`src/rtl/code3_pkg.sv`:
```
// Shared definitions for the code3_stepper front end: code width,
// debounce state encoding and a counter-width helper.
package code3_pkg;

    localparam int CODE_W = 3;

    typedef enum logic [1:0] {
        IDLE      = 2'd0,
        PRESS_CHK = 2'd1,
        HELD      = 2'd2,
        REL_CHK   = 2'd3
    } deb_state_e;

    // Counter width for a modulus of n: $clog2(n), never below 1 bit.
    function automatic int cnt_w(input int n);
        return (n > 1) ? $clog2(n) : 1;
    endfunction

endpackage

```
`src/rtl/key_debounce.sv`:
```
// Two-flop synchronizer plus a press/release qualification FSM for an
// active-low push-button. Emits a single-cycle press_ok per accepted press.
module key_debounce
    import code3_pkg::*;
#(
    parameter int DEB_CYCLES = 1_000_000
) (
    input  logic sys_clk,
    input  logic sys_rst_n,
    input  logic key_n,
    output logic press_ok
);

    localparam int CW = cnt_w(DEB_CYCLES);
    localparam logic [CW-1:0] CNT_LAST = CW'(DEB_CYCLES - 1);

    logic          r_sync1;
    logic          r_sync2;
    logic          w_key_s;
    deb_state_e    r_state;
    deb_state_e    w_state_next;
    logic [CW-1:0] r_cnt;
    logic [CW-1:0] w_cnt_next;
    logic          r_press_ok;
    logic          w_press_next;

    assign w_key_s  = r_sync2;
    assign press_ok = r_press_ok;

    // Synchronize the raw key; flops idle high so reset looks like "released".
    always_ff @(posedge sys_clk or negedge sys_rst_n) begin
        if (!sys_rst_n) begin
            r_sync1 <= 1'b1;
            r_sync2 <= 1'b1;
        end else begin
            r_sync1 <= key_n;
            r_sync2 <= r_sync1;
        end
    end

    // State, qualification counter and registered press strobe.
    always_ff @(posedge sys_clk or negedge sys_rst_n) begin
        if (!sys_rst_n) begin
            r_state    <= IDLE;
            r_cnt      <= '0;
            r_press_ok <= 1'b0;
        end else begin
            r_state    <= w_state_next;
            r_cnt      <= w_cnt_next;
            r_press_ok <= w_press_next;
        end
    end

    // Next-state logic: both edges must stay stable for DEB_CYCLES checks.
    always_comb begin
        w_state_next = r_state;
        w_cnt_next   = r_cnt;
        w_press_next = 1'b0;
        case (r_state)
            IDLE: begin
                if (!w_key_s) begin
                    w_state_next = PRESS_CHK;
                    w_cnt_next   = '0;
                end
            end
            PRESS_CHK: begin
                if (w_key_s) begin
                    w_state_next = IDLE;
                end else if (r_cnt == CNT_LAST) begin
                    w_state_next = HELD;
                    w_press_next = 1'b1;
                end else begin
                    w_cnt_next = r_cnt + CW'(1);
                end
            end
            HELD: begin
                if (w_key_s) begin
                    w_state_next = REL_CHK;
                    w_cnt_next   = '0;
                end
            end
            REL_CHK: begin
                if (!w_key_s) begin
                    w_state_next = HELD;
                end else if (r_cnt == CNT_LAST) begin
                    w_state_next = IDLE;
                end else begin
                    w_cnt_next = r_cnt + CW'(1);
                end
            end
            default: begin
                w_state_next = IDLE;
                w_cnt_next   = '0;
            end
        endcase
    end

endmodule

```
`src/rtl/code3_stepper.sv`:
```
// Drives the A/B/C select lines of a 3-to-8 decoder with a 3-bit code that
// steps on a debounced key press or periodically in auto mode.
module code3_stepper
    import code3_pkg::*;
#(
    parameter int DEB_CYCLES  = 1_000_000,
    parameter int AUTO_CYCLES = 50_000_000
) (
    input  logic sys_clk,
    input  logic sys_rst_n,
    input  logic key_n,
    input  logic mode,
    output logic A,
    output logic B,
    output logic C,
    output logic step_pulse
);

    localparam int AW = cnt_w(AUTO_CYCLES);
    localparam logic [AW-1:0] AUTO_LAST = AW'(AUTO_CYCLES - 1);

    logic              w_press_ok;
    logic              w_step;
    logic              r_mode;
    logic [AW-1:0]     r_auto_cnt;
    logic              r_auto_tick;
    logic [CODE_W-1:0] r_code;
    logic              r_step_pulse;

    key_debounce #(
        .DEB_CYCLES(DEB_CYCLES)
    ) u_key_debounce (
        .sys_clk  (sys_clk),
        .sys_rst_n(sys_rst_n),
        .key_n    (key_n),
        .press_ok (w_press_ok)
    );

    // Register mode once; the first auto step then lands AUTO_CYCLES+1
    // edges after mode is first sampled high.
    always_ff @(posedge sys_clk or negedge sys_rst_n) begin
        if (!sys_rst_n) begin
            r_mode <= 1'b0;
        end else begin
            r_mode <= mode;
        end
    end

    // Auto period counter; a press restarts the period, manual mode parks it.
    always_ff @(posedge sys_clk or negedge sys_rst_n) begin
        if (!sys_rst_n) begin
            r_auto_cnt  <= '0;
            r_auto_tick <= 1'b0;
        end else if (w_press_ok || !r_mode) begin
            r_auto_cnt  <= '0;
            r_auto_tick <= 1'b0;
        end else if (r_auto_cnt == AUTO_LAST) begin
            r_auto_cnt  <= '0;
            r_auto_tick <= 1'b1;
        end else begin
            r_auto_cnt  <= r_auto_cnt + AW'(1);
            r_auto_tick <= 1'b0;
        end
    end

    // Merge step sources. Events in the same cycle count once; an event in
    // the cycle right after a step is absorbed into that step so the strobe
    // can never be high on two consecutive cycles.
    assign w_step = (w_press_ok | r_auto_tick) & ~r_step_pulse;

    // Code register (wraps modulo 8) and its one-cycle change strobe.
    always_ff @(posedge sys_clk or negedge sys_rst_n) begin
        if (!sys_rst_n) begin
            r_code       <= '0;
            r_step_pulse <= 1'b0;
        end else begin
            if (w_step) begin
                r_code <= r_code + CODE_W'(1);
            end
            r_step_pulse <= w_step;
        end
    end

    assign A          = r_code[2];
    assign B          = r_code[1];
    assign C          = r_code[0];
    assign step_pulse = r_step_pulse;

endmodule

```
`config.mk`:
```
export PLATFORM = sky130hd
export DESIGN_NAME = code3_stepper
export DESIGN_NICKNAME = d
export VERILOG_FILES = /design/src/rtl/code3_pkg.sv /design/src/rtl/key_debounce.sv /design/src/rtl/code3_stepper.sv
export SDC_FILE = /design/constraint.sdc
export NUM_CORES = 1
export LEC_CHECK = 0
export ABC_AREA = 1
export ABC_CLOCK_PERIOD_IN_PS = 1700
export BUFFER_PORTS_ARGS = -buffer_cell sky130_fd_sc_hd__buf_2
export CORE_MARGIN = 5
export CORE_UTILIZATION = 40
export CTS_BUF_LIST = sky130_fd_sc_hd__clkbuf_16
export DETAILED_ROUTE_END_ITERATION = 10
export HOLD_SLACK_MARGIN = 0.03
export PLACE_DENSITY = 0.61
export SYNTH_ARGS = -nofsm -noshare
export SYNTH_HDL_FRONTEND = slang
export SYNTH_SLANG_ARGS = --single-unit
export TNS_END_PERCENT = 30
```
`constraint.sdc`:
```
create_clock -name sys_clk -period 1.7 [get_ports sys_clk]
set_input_delay 0.255 -clock sys_clk [delete_from_list [all_inputs] [get_ports sys_clk]]
set_output_delay 0.255 -clock sys_clk [all_outputs]
set_load 0.03 [all_outputs]
```
==> flow_metrics.env <==
export IMPL_rsz0062_at_grt="true"
export IMPL_yosys_area_top_type_share=0.415
export IMPL_postLayoutCoreUtil=0.483
export IMPL_die_y_um=101
export IMPL_crit_arrival_ns=1.80
export IMPL_finClkSkew_ns=0.00726
export IMPL_drv_slew=0
export IMPL_synth_top_flop_cell="dfrtp_1"
export IMPL_die_w_um=101
export IMPL_power_density_nw_per_um2=868
export IMPL_synth_seq_cells=57
export IMPL_synthCells=453
export IMPL_critPathRequiredTime_ns=1.95
export IMPL_numCtsBuffers=9
export IMPL_clk_path_buf_depth=2
export IMPL_fin_nets=494
export IMPL_wl_met3_um=226
export IMPL_drcViolationCount=0
export IMPL_wl_met1_um=3310
export IMPL_ir_worst_vdd_v=0.000577
export IMPL_setup_viol=0
export IMPL_finalCriticalPeriod_ns=1.55
export IMPL_fmax_mhz=643
export IMPL_path_buf_inv=1
export IMPL_gr_total_overflow=0
export IMPL_antennaDiodeCount=0
export IMPL_vias=2924
export IMPL_synth_cell_area_sq_um=3310
export IMPL_cpLargestDelayFamily="simple AND/OR/NAND/NOR gates"
export IMPL_synth_area_leaders="dfrtp_1, nand2_1, nor2_1"
export IMPL_cp_max_fo=4
export IMPL_clk_latency_ns=0.32
export IMPL_synth_common_cells="nand2_1, nor2_1, dfrtp_1"
export IMPL_finalPower_uw=3410
export IMPL_cpPeakStageDelay_ns=0.38
export IMPL_yosysMostFrequentCell="nand2_1"
export IMPL_place_hpwl_um=5770
export IMPL_max_cap_violations=0
export IMPL_status="completed"
export IMPL_initial_utilization=0.407
export IMPL_synth_area_per_cell_sq_um=7.31
export IMPL_critPathLaunchType="register"
export IMPL_endpoint_kind="register"
export IMPL_ys_seq_area_frac=0.431
export IMPL_drtIter0Drc=85
export IMPL_antenna_left=0
export IMPL_grt_max_degree=36
export IMPL_grt_usage=0.165
export IMPL_drtPass1Iterations=7
export IMPL_grt_pass1_vias=2885
export IMPL_path_clk_slew_ns=0.05
export IMPL_rows=33
export IMPL_n_fill_cell=795
export IMPL_hold_viol=0
export IMPL_ys_warn_count=0
export IMPL_period_share=0.914
export IMPL_synth_edff_count=0
export IMPL_met2_length_um=3870
export IMPL_grt_pass1_wl_um=13200
export IMPL_io_buffers=7
export IMPL_fin_tns_setup_ns=0
export IMPL_crit_start="r_auto_cnt[1]$_DFF_PN0_"
export IMPL_synth_distinct_cells=32
export IMPL_crit_top_cell="nand2_1"
export IMPL_pin_count=8
export IMPL_cts_tree="done"
export IMPL_worstSetupPathType="register to register"
export IMPL_post_cts_buffers=0
export IMPL_routed_top_layer="met4"
export IMPL_leakage_uw=0.00177
export IMPL_cts_max_level=3
export IMPL_drive_gt1_frac=0.136
export IMPL_synth_top_cell_by_area="dfrtp_1"
export IMPL_synth_async_reset_ratio=1.00
export IMPL_antenna_found_initial=0
export IMPL_slew_headroom=0.795
export IMPL_die_area_sq_um=10200
export IMPL_viasPerCell=4.90
export IMPL_avgRoutedWirePerCell_um=12.7
export IMPL_cts_sinks=57
export IMPL_r2r_start="r_auto_cnt[1]$_DFF_PN0_"
export IMPL_cp_slowest_cell="dfrtp_1"
export IMPL_syn_num_nets=460
export IMPL_worst_pin_slew_ns=0.307
export IMPL_crit_chain="ha_1 -> nand2_1 -> nor2_4 -> nand2_1 -> buf_4 -> nor3_1 -> o21ai_0 -> nor2_1"
export IMPL_gp_congestion=0.907
export IMPL_cts_root_buf="clkbuf_16"
export IMPL_hold_class="input pin to async pin"
export IMPL_area_growth_pct=18.7
export IMPL_core_sq_um=8130
export IMPL_finalWirelength_um=7570
[sequential cells by signal (all words and copies together) (netlist names), named ones only]
register / count
r_auto_cnt: 26
u_key_debounce.r_cnt: 20
r_code: 3
r_auto_tick: 1
r_mode: 1
step_pulse: 1
u_key_debounce.press_ok: 1
u_key_debounce.r_state: 1
u_key_debounce.r_sync1: 1
u_key_debounce.r_sync2: 1
[worst reg2reg max path: stages (launching register included)]
cell and delay, ns:
dfrtp_1 0.38, ha_1 0.18, nand2_1 0.10, nor2_4 0.16, nand2_1 0.10, buf_4 0.15, nor3_1 0.17, o21ai_0 0.12
nor2_1 0.11
[layout make-up]
class / instances / area, sq um / share of cell area
Clock buffer: 9 / 225 / 0.0573
Clock inverter: 7 / 86.3 / 0.0220
Inverter: 51 / 191 / 0.0487
Multi-Input combinational cell: 340 / 1640 / 0.418
Sequential cell: 57 / 1430 / 0.363
Tap cell: 105 / 131 / 0.0334
Timing Repair Buffer: 28 / 225 / 0.0573
[cell families (layout without fill, tap and decap cells)]
kind of cell,after synthesis,after routing,share of synthesized area
buffers and inverters,56,95,0.0778
adder cells (fa/ha/maj),3,3,0.0113
AND/OR/NAND/NOR,296,296,0.388
multiplexers,1,1,0.00340
AO/OA/AOI/OAI,22,22,0.0404
XOR/XNOR,18,18,0.0476
flip-flops,57,57,0.431
[worst paths after layout]
path                                               endpoint  slack [ns]  depth (start not counted)
setup reg to reg                   r_auto_cnt[12]$_DFF_PN0_        0.15                          8
hold reg to reg            u_key_debounce.r_sync2$_DFF_PN1_        0.36                          0
max in group asynchronous  u_key_debounce.r_sync2$_DFF_PN1_        0.90                          3
hold / removal                     r_auto_cnt[10]$_DFF_PN0_        0.27                          2
setup / recovery                   r_auto_cnt[12]$_DFF_PN0_        0.15                          8
min in group sys_clk       u_key_debounce.r_sync2$_DFF_PN1_        0.36                          0
[layer usage]
metal	GRT usage	up-vias
li1	-	1491
met1	0.193	1377
met2	0.296	42
met3	0.0401	14
met4	0.0501	0
met5	0	-
[repair_timing]
action,in CTS,in global routing
endpoints found under the hold margin,57,0
endpoints found under the setup margin,0,25
hold buffers,3,0
resized for setup,0,6
[cell usage in the layout, fill, tap and decap left out]
master,count
clkinvlp_4,1
clkbuf_16,9
o21ai_0,11
nand2_2,3
dfstp_2,2
nor3b_1,1
nor2_4,4
buf_12,2
nand3_1,43
ha_2,1
nand2_1,129
a31o_2,1
mux2_2,1
nor3_1,6
buf_4,16
nand3b_1,2
o21bai_1,2
dlygate4sd3_1,3
buf_2,7
or2_2,4
o21ai_1,1
xor2_1,13
xnor2_1,5
bufinv_16,2
a21oi_1,3
o21ai_2,4
nand4_1,11
nor2_1,84
inv_1,52
ha_1,2
nor4_1,1
nor2_2,5
and2_1,1
nand2_4,1
clkinv_2,3
dfrtp_1,55
nand4_4,1
[where the power goes]
group / internal [uW] / switching, uW
logic: 50.9 / 86.5
clock network: 1270 / 613
registers: 1380 / 17.0
total: 2700 / 716
[metrics by stage]
stage	cell area [sq um]	hold slack (ns)	std cells	setup slack, ns
final	3930	0.266	597	0.146
after detailed placement	3570	0.0672	578	0.0897
after global routing	3930	0.268	597	-0.000142
after global placement	3570	0.0699	578	0.139
after floorplan	3310	-0.0406	453	0.240
after CTS	3920	0.259	597	0.0871
Note: power is estimated with default switching activity, not from simulation.
